File: src/rtl/sram_bank_arbiter.sv
// sram_bank_arbiter
//
// Shares NUM_SRAMS single-port SRAM banks between NUM_REQ requesters
// (0=gemm1, 1=gemm2, 2=elem, 3=axi). Each bank has its own round-robin
// arbiter with burst locking. Grants are combinational (req_ready).
// The bank command is registered one cycle after the grant. Read data is
// routed back to the issuing requester two cycles after the handshake.
//
// Ports
//   clk         rising-edge clock
//   rst         synchronous reset, active-low
//   req_valid   per-requester request present
//   req_ready   per-requester beat accepted this cycle (combinational)
//   req_we      per-requester write (1) / read (0)
//   req_last    per-requester final beat; 0 keeps the bank locked
//   req_idx     per-requester target bank (packed, IDX_WIDTH each)
//   req_addr    per-requester bank address (packed, ADDR_WIDTH each)
//   req_wdata   per-requester write data (packed, DATA_WIDTH each)
//   rsp_valid   per-requester read data valid
//   rsp_data    per-requester read data, held while rsp_valid is low
//   sram_en     per-bank enable (registered)
//   sram_we     per-bank write enable (registered)
//   sram_addr   per-bank address (registered)
//   sram_wdata  per-bank write data (registered)
//   sram_rdata  per-bank read data, valid one cycle after sram_en
module sram_bank_arbiter #(
    parameter int NUM_REQ    = 4,
    parameter int NUM_SRAMS  = 4,
    parameter int IDX_WIDTH  = 2,
    parameter int ADDR_WIDTH = 16,
    parameter int DATA_WIDTH = 16
) (
    input  logic                             clk,
    input  logic                             rst,
    input  logic [NUM_REQ-1:0]               req_valid,
    output logic [NUM_REQ-1:0]               req_ready,
    input  logic [NUM_REQ-1:0]               req_we,
    input  logic [NUM_REQ-1:0]               req_last,
    input  logic [NUM_REQ*IDX_WIDTH-1:0]     req_idx,
    input  logic [NUM_REQ*ADDR_WIDTH-1:0]    req_addr,
    input  logic [NUM_REQ*DATA_WIDTH-1:0]    req_wdata,
    output logic [NUM_REQ-1:0]               rsp_valid,
    output logic [NUM_REQ*DATA_WIDTH-1:0]    rsp_data,
    output logic [NUM_SRAMS-1:0]             sram_en,
    output logic [NUM_SRAMS-1:0]             sram_we,
    output logic [NUM_SRAMS*ADDR_WIDTH-1:0]  sram_addr,
    output logic [NUM_SRAMS*DATA_WIDTH-1:0]  sram_wdata,
    input  logic [NUM_SRAMS*DATA_WIDTH-1:0]  sram_rdata
);

    localparam int REQ_W = (NUM_REQ > 1) ? $clog2(NUM_REQ) : 1;

    typedef enum logic {
        IDLE,
        LOCKED
    } state_t;

    // Unpacked views of the flattened buses
    logic [IDX_WIDTH-1:0]  idx_a   [NUM_REQ];
    logic [ADDR_WIDTH-1:0] addr_a  [NUM_REQ];
    logic [DATA_WIDTH-1:0] wdata_a [NUM_REQ];
    logic [DATA_WIDTH-1:0] rdata_a [NUM_SRAMS];

    // Per-bank arbitration state
    state_t                state  [NUM_SRAMS];
    logic [REQ_W-1:0]      rr_ptr [NUM_SRAMS];
    logic [REQ_W-1:0]      owner  [NUM_SRAMS];

    // Combinational grant per bank
    logic [NUM_SRAMS-1:0]  gnt_any;
    logic [REQ_W-1:0]      gnt_id [NUM_SRAMS];
    logic [REQ_W:0]        cand;

    // Registered bank command
    logic [NUM_SRAMS-1:0]  en_q;
    logic [NUM_SRAMS-1:0]  we_q;
    logic [ADDR_WIDTH-1:0] addr_q  [NUM_SRAMS];
    logic [DATA_WIDTH-1:0] wdata_q [NUM_SRAMS];

    // Two-stage response tag pipe per bank. Writes never enter the pipe,
    // so the valid bit doubles as the read flag.
    logic [NUM_SRAMS-1:0]  tag1_valid;
    logic [NUM_SRAMS-1:0]  tag2_valid;
    logic [REQ_W-1:0]      tag1_id [NUM_SRAMS];
    logic [REQ_W-1:0]      tag2_id [NUM_SRAMS];

    // Response routing
    logic [NUM_REQ-1:0]    rsp_v;
    logic [DATA_WIDTH-1:0] rsp_d    [NUM_REQ];
    logic [DATA_WIDTH-1:0] rsp_hold [NUM_REQ];

    genvar g;
    generate
        for (g = 0; g < NUM_REQ; g++) begin : g_req
            assign idx_a[g]   = req_idx[g*IDX_WIDTH +: IDX_WIDTH];
            assign addr_a[g]  = req_addr[g*ADDR_WIDTH +: ADDR_WIDTH];
            assign wdata_a[g] = req_wdata[g*DATA_WIDTH +: DATA_WIDTH];
            assign rsp_data[g*DATA_WIDTH +: DATA_WIDTH] = rst ? rsp_d[g] : '0;
        end
        for (g = 0; g < NUM_SRAMS; g++) begin : g_bank
            assign rdata_a[g] = sram_rdata[g*DATA_WIDTH +: DATA_WIDTH];
            assign sram_addr[g*ADDR_WIDTH +: ADDR_WIDTH]  = addr_q[g];
            assign sram_wdata[g*DATA_WIDTH +: DATA_WIDTH] = wdata_q[g];
        end
    endgenerate

    assign sram_en   = en_q;
    assign sram_we   = we_q;
    assign rsp_valid = rst ? rsp_v : '0;

    // Per-bank winner selection. In IDLE the search starts at rr_ptr and
    // wraps; a locked bank only considers its owner. A bank index that
    // matches no bank simply never wins anywhere.
    always_comb begin
        gnt_any = '0;
        cand    = '0;
        for (int b = 0; b < NUM_SRAMS; b++) begin
            gnt_id[b] = '0;
            if (state[b] == LOCKED) begin
                if (req_valid[owner[b]] && (idx_a[owner[b]] == IDX_WIDTH'(b))) begin
                    gnt_any[b] = 1'b1;
                    gnt_id[b]  = owner[b];
                end
            end else begin
                for (int i = 0; i < NUM_REQ; i++) begin
                    cand = {1'b0, rr_ptr[b]} + (REQ_W+1)'(i);
                    if (cand >= (REQ_W+1)'(NUM_REQ)) begin
                        cand = cand - (REQ_W+1)'(NUM_REQ);
                    end
                    if (!gnt_any[b] && req_valid[cand[REQ_W-1:0]] &&
                        (idx_a[cand[REQ_W-1:0]] == IDX_WIDTH'(b))) begin
                        gnt_any[b] = 1'b1;
                        gnt_id[b]  = cand[REQ_W-1:0];
                    end
                end
            end
            if (!rst) begin
                gnt_any[b] = 1'b0;
            end
        end
    end

    // Each requester targets one bank, so at most one bank grants it.
    always_comb begin
        req_ready = '0;
        for (int b = 0; b < NUM_SRAMS; b++) begin
            if (gnt_any[b]) begin
                req_ready[gnt_id[b]] = 1'b1;
            end
        end
    end

    // A bank's read data appears in the same cycle its tag reaches stage 2.
    always_comb begin
        rsp_v = '0;
        for (int r = 0; r < NUM_REQ; r++) begin
            rsp_d[r] = rsp_hold[r];
            for (int b = 0; b < NUM_SRAMS; b++) begin
                if (tag2_valid[b] && (tag2_id[b] == REQ_W'(r))) begin
                    rsp_v[r] = 1'b1;
                    rsp_d[r] = rdata_a[b];
                end
            end
        end
    end

    // Bank FSMs, round-robin pointers, registered commands and tag pipes
    always_ff @(posedge clk) begin
        if (!rst) begin
            en_q       <= '0;
            we_q       <= '0;
            tag1_valid <= '0;
            tag2_valid <= '0;
            for (int b = 0; b < NUM_SRAMS; b++) begin
                state[b]   <= IDLE;
                rr_ptr[b]  <= '0;
                owner[b]   <= '0;
                addr_q[b]  <= '0;
                wdata_q[b] <= '0;
                tag1_id[b] <= '0;
                tag2_id[b] <= '0;
            end
            for (int r = 0; r < NUM_REQ; r++) begin
                rsp_hold[r] <= '0;
            end
        end else begin
            for (int b = 0; b < NUM_SRAMS; b++) begin
                en_q[b]       <= gnt_any[b];
                we_q[b]       <= gnt_any[b] & req_we[gnt_id[b]];
                addr_q[b]     <= gnt_any[b] ? addr_a[gnt_id[b]]  : '0;
                wdata_q[b]    <= gnt_any[b] ? wdata_a[gnt_id[b]] : '0;
                tag1_valid[b] <= gnt_any[b] & ~req_we[gnt_id[b]];
                tag1_id[b]    <= gnt_id[b];
                tag2_valid[b] <= tag1_valid[b];
                tag2_id[b]    <= tag1_id[b];

                case (state[b])
                    IDLE: begin
                        if (gnt_any[b]) begin
                            rr_ptr[b] <= (gnt_id[b] == REQ_W'(NUM_REQ - 1)) ? '0
                                                                            : gnt_id[b] + 1'b1;
                            if (!req_last[gnt_id[b]]) begin
                                state[b] <= LOCKED;
                                owner[b] <= gnt_id[b];
                            end
                        end
                    end
                    LOCKED: begin
                        // An owner that pauses (valid low) keeps the bank.
                        if (gnt_any[b] && req_last[gnt_id[b]]) begin
                            state[b] <= IDLE;
                        end
                    end
                    default: state[b] <= IDLE;
                endcase
            end
            for (int r = 0; r < NUM_REQ; r++) begin
                if (rsp_v[r]) begin
                    rsp_hold[r] <= rsp_d[r];
                end
            end
        end
    end

endmodule

File: config.mk
export PLATFORM = sky130hd
export DESIGN_NAME = sram_bank_arbiter
export DESIGN_NICKNAME = d
export VERILOG_FILES = /design/src/rtl/sram_bank_arbiter.sv
export SDC_FILE = /design/constraint.sdc
export NUM_CORES = 1
export LEC_CHECK = 0
export CAP_MARGIN = 40
export CORE_MARGIN = 5
export CORE_UTILIZATION = 30
export DETAILED_ROUTE_END_ITERATION = 8
export SETUP_SLACK_MARGIN = 0.15
export SYNTH_ARGS = -nofsm -noshare
export SYNTH_HDL_FRONTEND = slang
export SYNTH_SLANG_ARGS = --single-unit
export TNS_END_PERCENT = 30
File: constraint.sdc
create_clock -name clk -period 3.15 [get_ports clk]
set_input_delay 0.63 -clock clk [delete_from_list [all_inputs] [get_ports clk]]
set_output_delay 0.63 -clock clk [all_outputs]
set_load 0.01 [all_outputs]
==> flow_metrics.env <==
export IMPL_synth_edf_count=81
export IMPL_n_antenna_cell=0
export IMPL_async_flop_share=0
export IMPL_stdcell_count=2933
export IMPL_drc_errors=0
export IMPL_finalHoldViolations=0
export IMPL_r2r_start="rr_ptr[3][1]"
export IMPL_cp_arrival_ps=2870
export IMPL_synth_area_per_cell_um2=8.949
export IMPL_end_kind="output port"
export IMPL_p_leak_nw=9.310
export IMPL_ys_warn_count=0
export IMPL_first_global_vias=16210
export IMPL_drt_iter0_drc=1295
export IMPL_dpl_hpwl_mm=47.97
export IMPL_combPwrFrac=0.409
export IMPL_finClkSkew_ps=47.40
export IMPL_nets=2454
export IMPL_htree_num_levels=1
export IMPL_intPower_mw=8.018
export IMPL_r2r_end="owner[3][0]"
export IMPL_die_w_um=237.3
export IMPL_top_level_ports=422
export IMPL_clk_latency_ps=610
export IMPL_setup_viol=5
export IMPL_area_delta_synth_final_pct=49.41
export IMPL_final_util=0.4514
export IMPL_initial_core_util=0.3021
export IMPL_post_route_min_period_ps=3501
export IMPL_clock_path_buffers=3
export IMPL_drtPass1Iterations=5
export IMPL_grt_use_total=0.2291
export IMPL_cts_root_buffer="clkbuf_16"
export IMPL_min_from="tag1_id[3][0]"
export IMPL_status="finished, violations left"
export IMPL_gp_congestion=0.9058
export IMPL_synth_seq_cells=244
export IMPL_syn_inst=1732
export IMPL_cts_made_buffers=30
export IMPL_die_y_um=237.3
export IMPL_startpoint_type="flop"
export IMPL_fmax_mhz=285.6
export IMPL_wl_per_cell_um=23.55
export IMPL_maxSlewViolCount=0
export IMPL_failed_checks="setup timing"
export IMPL_antenna_found_initial=7
export IMPL_synth_top_cell_area_share=0.2105
export IMPL_whs_ps=432.1
export IMPL_yosysMostFrequentCell="nor2_1"
export IMPL_core_area_um2=51300
export IMPL_ys_seq_area_frac=0.3675
export IMPL_power_density_nw_per_um2=540.6
export IMPL_hp_class="flop to flop"
export IMPL_period_share=1.112
export IMPL_die_area_um2=56310
export IMPL_routed_wl_mm=69.07
export IMPL_seq_power_share=0.311
export IMPL_fin_ws_ps=-351.4
export IMPL_ir_worst_vdd_v=0.0004701
export IMPL_yosys_top_cells_area="dfxtp_1 21%, edfxtp_1 16%, mux2i_1 11%"
export IMPL_swShare=0.3596
export IMPL_r2r_slack_ps=270
export IMPL_drv_cap=0
export IMPL_grt_pass1_wl_mm=101.7
export IMPL_r2r_cells=10
export IMPL_num_rows=83
export IMPL_relSlewSlack=0.4618
export IMPL_vias=16420
export IMPL_antenna_left=0
export IMPL_port_buffers=421
export IMPL_synth_flop_cell="dfxtp_1"
export IMPL_p_switching_mw=4.503
export IMPL_final_area_um2=23160
export IMPL_holdPathEnd="tag2_id[3][0]"
export IMPL_holdPathStages=1
export IMPL_tightest_slew_ps=807.4
export IMPL_dp_cells=2823
export IMPL_grt_max_degree=71
export IMPL_cts_sinks=244
export IMPL_power_mw=12.52
export IMPL_cts_tree="built"
export IMPL_synth_area_leader_cell="dfxtp_1"
export IMPL_path_clk_slew_ps=50
export IMPL_cp_data_required_time_ps=2520
export IMPL_synthTopCellsByCount="221 x nor2_1, 164 x mux2i_1, 163 x dfxtp_1"
export IMPL_postPlaceCellArea_um2=21250
export IMPL_clockPowerShare=0.280
export IMPL_crit_type="flop to output port"
export IMPL_synth_cell_types=68
export IMPL_drive_above_1_share=0.2530
export IMPL_worstPathMaxFanout=6
export IMPL_rsz0062_at_grt="yes"
export IMPL_netlist_area_um2=15500
export IMPL_grt_overflow_total=0
export IMPL_vias_per_cell=5.597
export IMPL_synth_nets=1954
[sequential cells by signal (all words and copies together) (netlist names)]
name,cells
sram_en,4
sram_we,4
rsp_hold,64
owner,8
wdata_q,64
tag2_id,8
addr_q,64
tag1_id,8
rr_ptr,8
tag1_valid,4
tag2_valid,4
state,4
[worst max path at each step]
stage | endpoint | slack (ps) | startpoint
detailed placement | req_ready[2] | -1030 | req_idx[0]
global route | req_ready[0] | -510 | rr_ptr[3][1]
CTS | req_ready[1] | -360 | rr_ptr[3][1]
floorplan | req_ready[1] | 90 | req_idx[4]
finish | req_ready[0] | -350 | rr_ptr[3][1]
global placement | req_ready[0] | -1050 | req_valid[0]
[metrics by stage]
stage | setup TNS, ps | setup slack, ps
CTS | -2004 | -364.7
detailed placement | -74600 | -1033
floorplan | 0 | 94.97
global route | -2823 | -512.8
global placement | -75750 | -1049
finish | -1306 | -351.4
[cell families (layout without fill, tap and decap cells)]
logic type	Yosys count	in the layout	synth area share
simple gates	653	656	0.2044
fa+ha+maj	9	9	0.007104
compound gates	408	408	0.1808
mux	240	240	0.1895
buf+inv	177	695	0.05021
flops	244	244	0.3675
xor+xnor	1	1	0.0005652
[placed cells by master (no fill, tap or decap), types with 44 or more instances in the layout]
cell,count
clkdlybuf4s50_1,337
nor2_1,202
buf_4,170
dfxtp_1,157
mux2i_1,152
nand2_1,125
a211oi_1,102
and2_1,81
edfxtp_1,81
a21oi_1,75
nor3_1,75
o21ai_0,68
nand3_1,44
[timing repair]
item / in CTS / in global routing
buffers inserted: 33 / 17
hold buffers: 0 / 0
pin swaps: 50 / 68
resized for setup: 308 / 141
setup endpoints to repair: 117 / 75
gates cloned: 6 / 1
[routing by layer]
| metal | global-route usage | routed length (µm) |
|---|---|---|
| met1 | 0.2852 | 26910 |
| met2 | 0.3822 | 32610 |
| met3 | 0.07623 | 7443 |
| met4 | 0.06262 | 2020 |
| met5 | 0 | 93 |
[area by class of cell]
cell class,instances,area [µm²]
fill,4908,28140
multi-input combinational,1314,9653
timing repair buffer,627,5869
sequential,244,5718
clock buffer,41,884.6
tap,680,850.8
clock inverter,12,121.4
inverter,15,61.31
[worst max-delay path: stages, from the launching register on]
cell and delay, ps:
edfxtp_1 440, and4_1 210, o21ai_1 140, nand2b_1 90, a221oi_2 220, buf_4 150
a31oi_4 50, ha_2 220, a222oi_1 390, o31ai_2 190, buf_2 190
[power groups by stage]
stage / registers, mW / clock network, mW / logic, mW
final: 3.90 / 3.51 / 5.12
after global routing: 3.93 / 3.72 / 5.44
after CTS: 3.90 / 3.58 / 4.97
after detailed placement: 3.94 / 0 / 4.78
after global placement: 3.95 / 0 / 4.71
after floorplan: 4.00 / 0 / 2.39
Power figures use the tool's default switching activity.
==> patch, RTL diff (config.mk and constraints unchanged) <==
Change the parameter `IDX_WIDTH` from 2 to 1.
--- a/src/rtl/sram_bank_arbiter.sv
+++ b/src/rtl/sram_bank_arbiter.sv
@@ -26,7 +26,7 @@
 module sram_bank_arbiter #(
     parameter int NUM_REQ    = 4,
     parameter int NUM_SRAMS  = 4,
-    parameter int IDX_WIDTH  = 2,
+    parameter int IDX_WIDTH  = 1,
     parameter int ADDR_WIDTH = 16,
     parameter int DATA_WIDTH = 16
 ) (
Ports: changed (resized req_idx); port bits go from 422 to 418. No check against the original RTL was run, so the function may have changed too.
==> patch against the original RTL <==
- the flow still finishes with violations (setup timing)
- sequential cell count unchanged
- worst setup slack better by 64 ps
- final cell count up 2.4%
- non-clock buffer count rose by 30
- largest power group unchanged
- critical endpoint is now req_ready[2]
- first-iteration DRC count grew 4.3%
- largest cell class unchanged
- count of clock-buffer cells in the layout up 2
- area after synthesis decreased by 1.5%
- via count up 0.57%
- global-route usage rose by 0.73 points
- routed wire length grew 2.8%
- total power grew 23%
- design area is 0.52% lower
- critical path depth did not move
==> patch: results (changes against the original RTL) <==
Via density - 5.499 (-1.7%)
Seq area share - 24.77% (+0.080 points)
Final setup viols - 4 (-1)
vias in the first global route - 16,220 (+0.049%)
RePlAce Congestion - 0.9156 (+1.1%)
number of CTS-inserted buffers - 31 (+3.3%)
# clk buffers - 43 (+4.9%)
inverter count - 20 (+5)
antenna cells - 9 (+9)
Clock Tree Root - clkbuf_16
ranking of synthesized cells by area - dfxtp_1, edfxtp_1, mux2i_1
multi-input gate share of total cell area - 40.11% (-1.6 points)
top cells by count, synth - nand2_1, mux2i_1, nor2_1
Worst Slack Setup Final - -287.2 ps (+64.18 ps)
Comb power frac - 47.9% (+7.0 points)
P_int - 9.536 mW (+19%)
Crit-path slowest cell - a311oi_4
GRT Util Overall - 23.64% (+0.73 points)
I/O Buffers - 417 (-0.95%)
worst skew pair latency - 580 ps (-30 ps)
# nets final - 2,517 (+2.6%)
Synth Net Count - 1,990 (+1.8%)
P_clk - 3.61 mW (+3%)
failing checks - setup timing
outcome - finished, violations left
first-pass GRT wire length - 104.1 mm (+2.3%)
actual slew at the worst max-slew pin - 857.6 ps (+50.28 ps)
Non-clk bufs - 657 (+4.8%)
reg2reg path depth - 9 (-1)
Final clock-cell share - 4.421% (+0.077 points)
share of cells above drive strength 1 - 22.40% (-2.9 points)
Post-Route WL - 71.01 mm (+2.8%)
pre-CTS setup slack - -939.7 ps (+93.45 ps)
NonClk Buf Share - 26.59% (+1.2 points)
number of library cell types mapped by synthesis - 71 (+4.4%)
HPWL after detailed placement - 49.58 mm (+3.3%)
initial antenna violation count - 13 (+6)
final clock skew - 10.42 ps (-36.98 ps)
Switch Pwr - 5.823 mW (+29%)
Largest stage delay, worst path - 410 ps (-30 ps)
[patch: final timing paths]
kind,startpoint,to,slack (ps)
worst min register to register,tag1_id[0][0],tag2_id[0][0],430
worst min-delay path,tag1_id[0][0],tag2_id[0][0],430
worst max register to register,rr_ptr[0][1],owner[0][1],260
worst max-delay path,req_valid[0],req_ready[2],-290
[patch: kinds of logic after synthesis]
| family | count (synthesis) | synth area share (%) |
|---|---|---|
| DFF | 244 | 37.31 |
| buffers and inverters | 183 | 5.475 |
| muxes | 245 | 16.41 |
| adders and majority gates | 8 | 0.6557 |
| AOI/OAI and AO/OA | 409 | 20.11 |
| xor gates and xnor gates | 1 | 0.05738 |
| and+or+nand+nor | 682 | 19.99 |
[patch: timing repair]
| action | in CTS | in global routing |
|---|---|---|
| pin swaps | 43 | 85 |
| cloned | 3 | 1 |
| setup buffers | 15 | 11 |
| setup endpoints to repair | 120 | 102 |
| resized for setup | 303 | 130 |
[patch: metal layers]
layer  up-vias  wire length, um  track usage (%)
met5         -               23                0
li1       7544                -                -
met2       795            32930            38.17
met3       163             6334            6.221
met1      8002            28470            29.85
met4         4             3258            10.29
[patch: through the flow]
step / setup TNS, ps / instance area (um2) / std cells
final: -1068 / 23040 / 3002
after global routing: -1404 / 23040 / 3001
after detailed placement: -69940 / 21450 / 2908
after global placement: -74170 / 21420 / 2907
after CTS: -1148 / 22800 / 2981
after floorplan: 0 / 15360 / 1772
[patch: critical path: cells and delay by family]
| kind | cells | cell delay [ps] |
|---|---|---|
| AOI/OAI and AO/OA | 5 | 1300 |
| buffers and inverters | 4 | 700 |
| adders and majority gates | 1 | 170 |
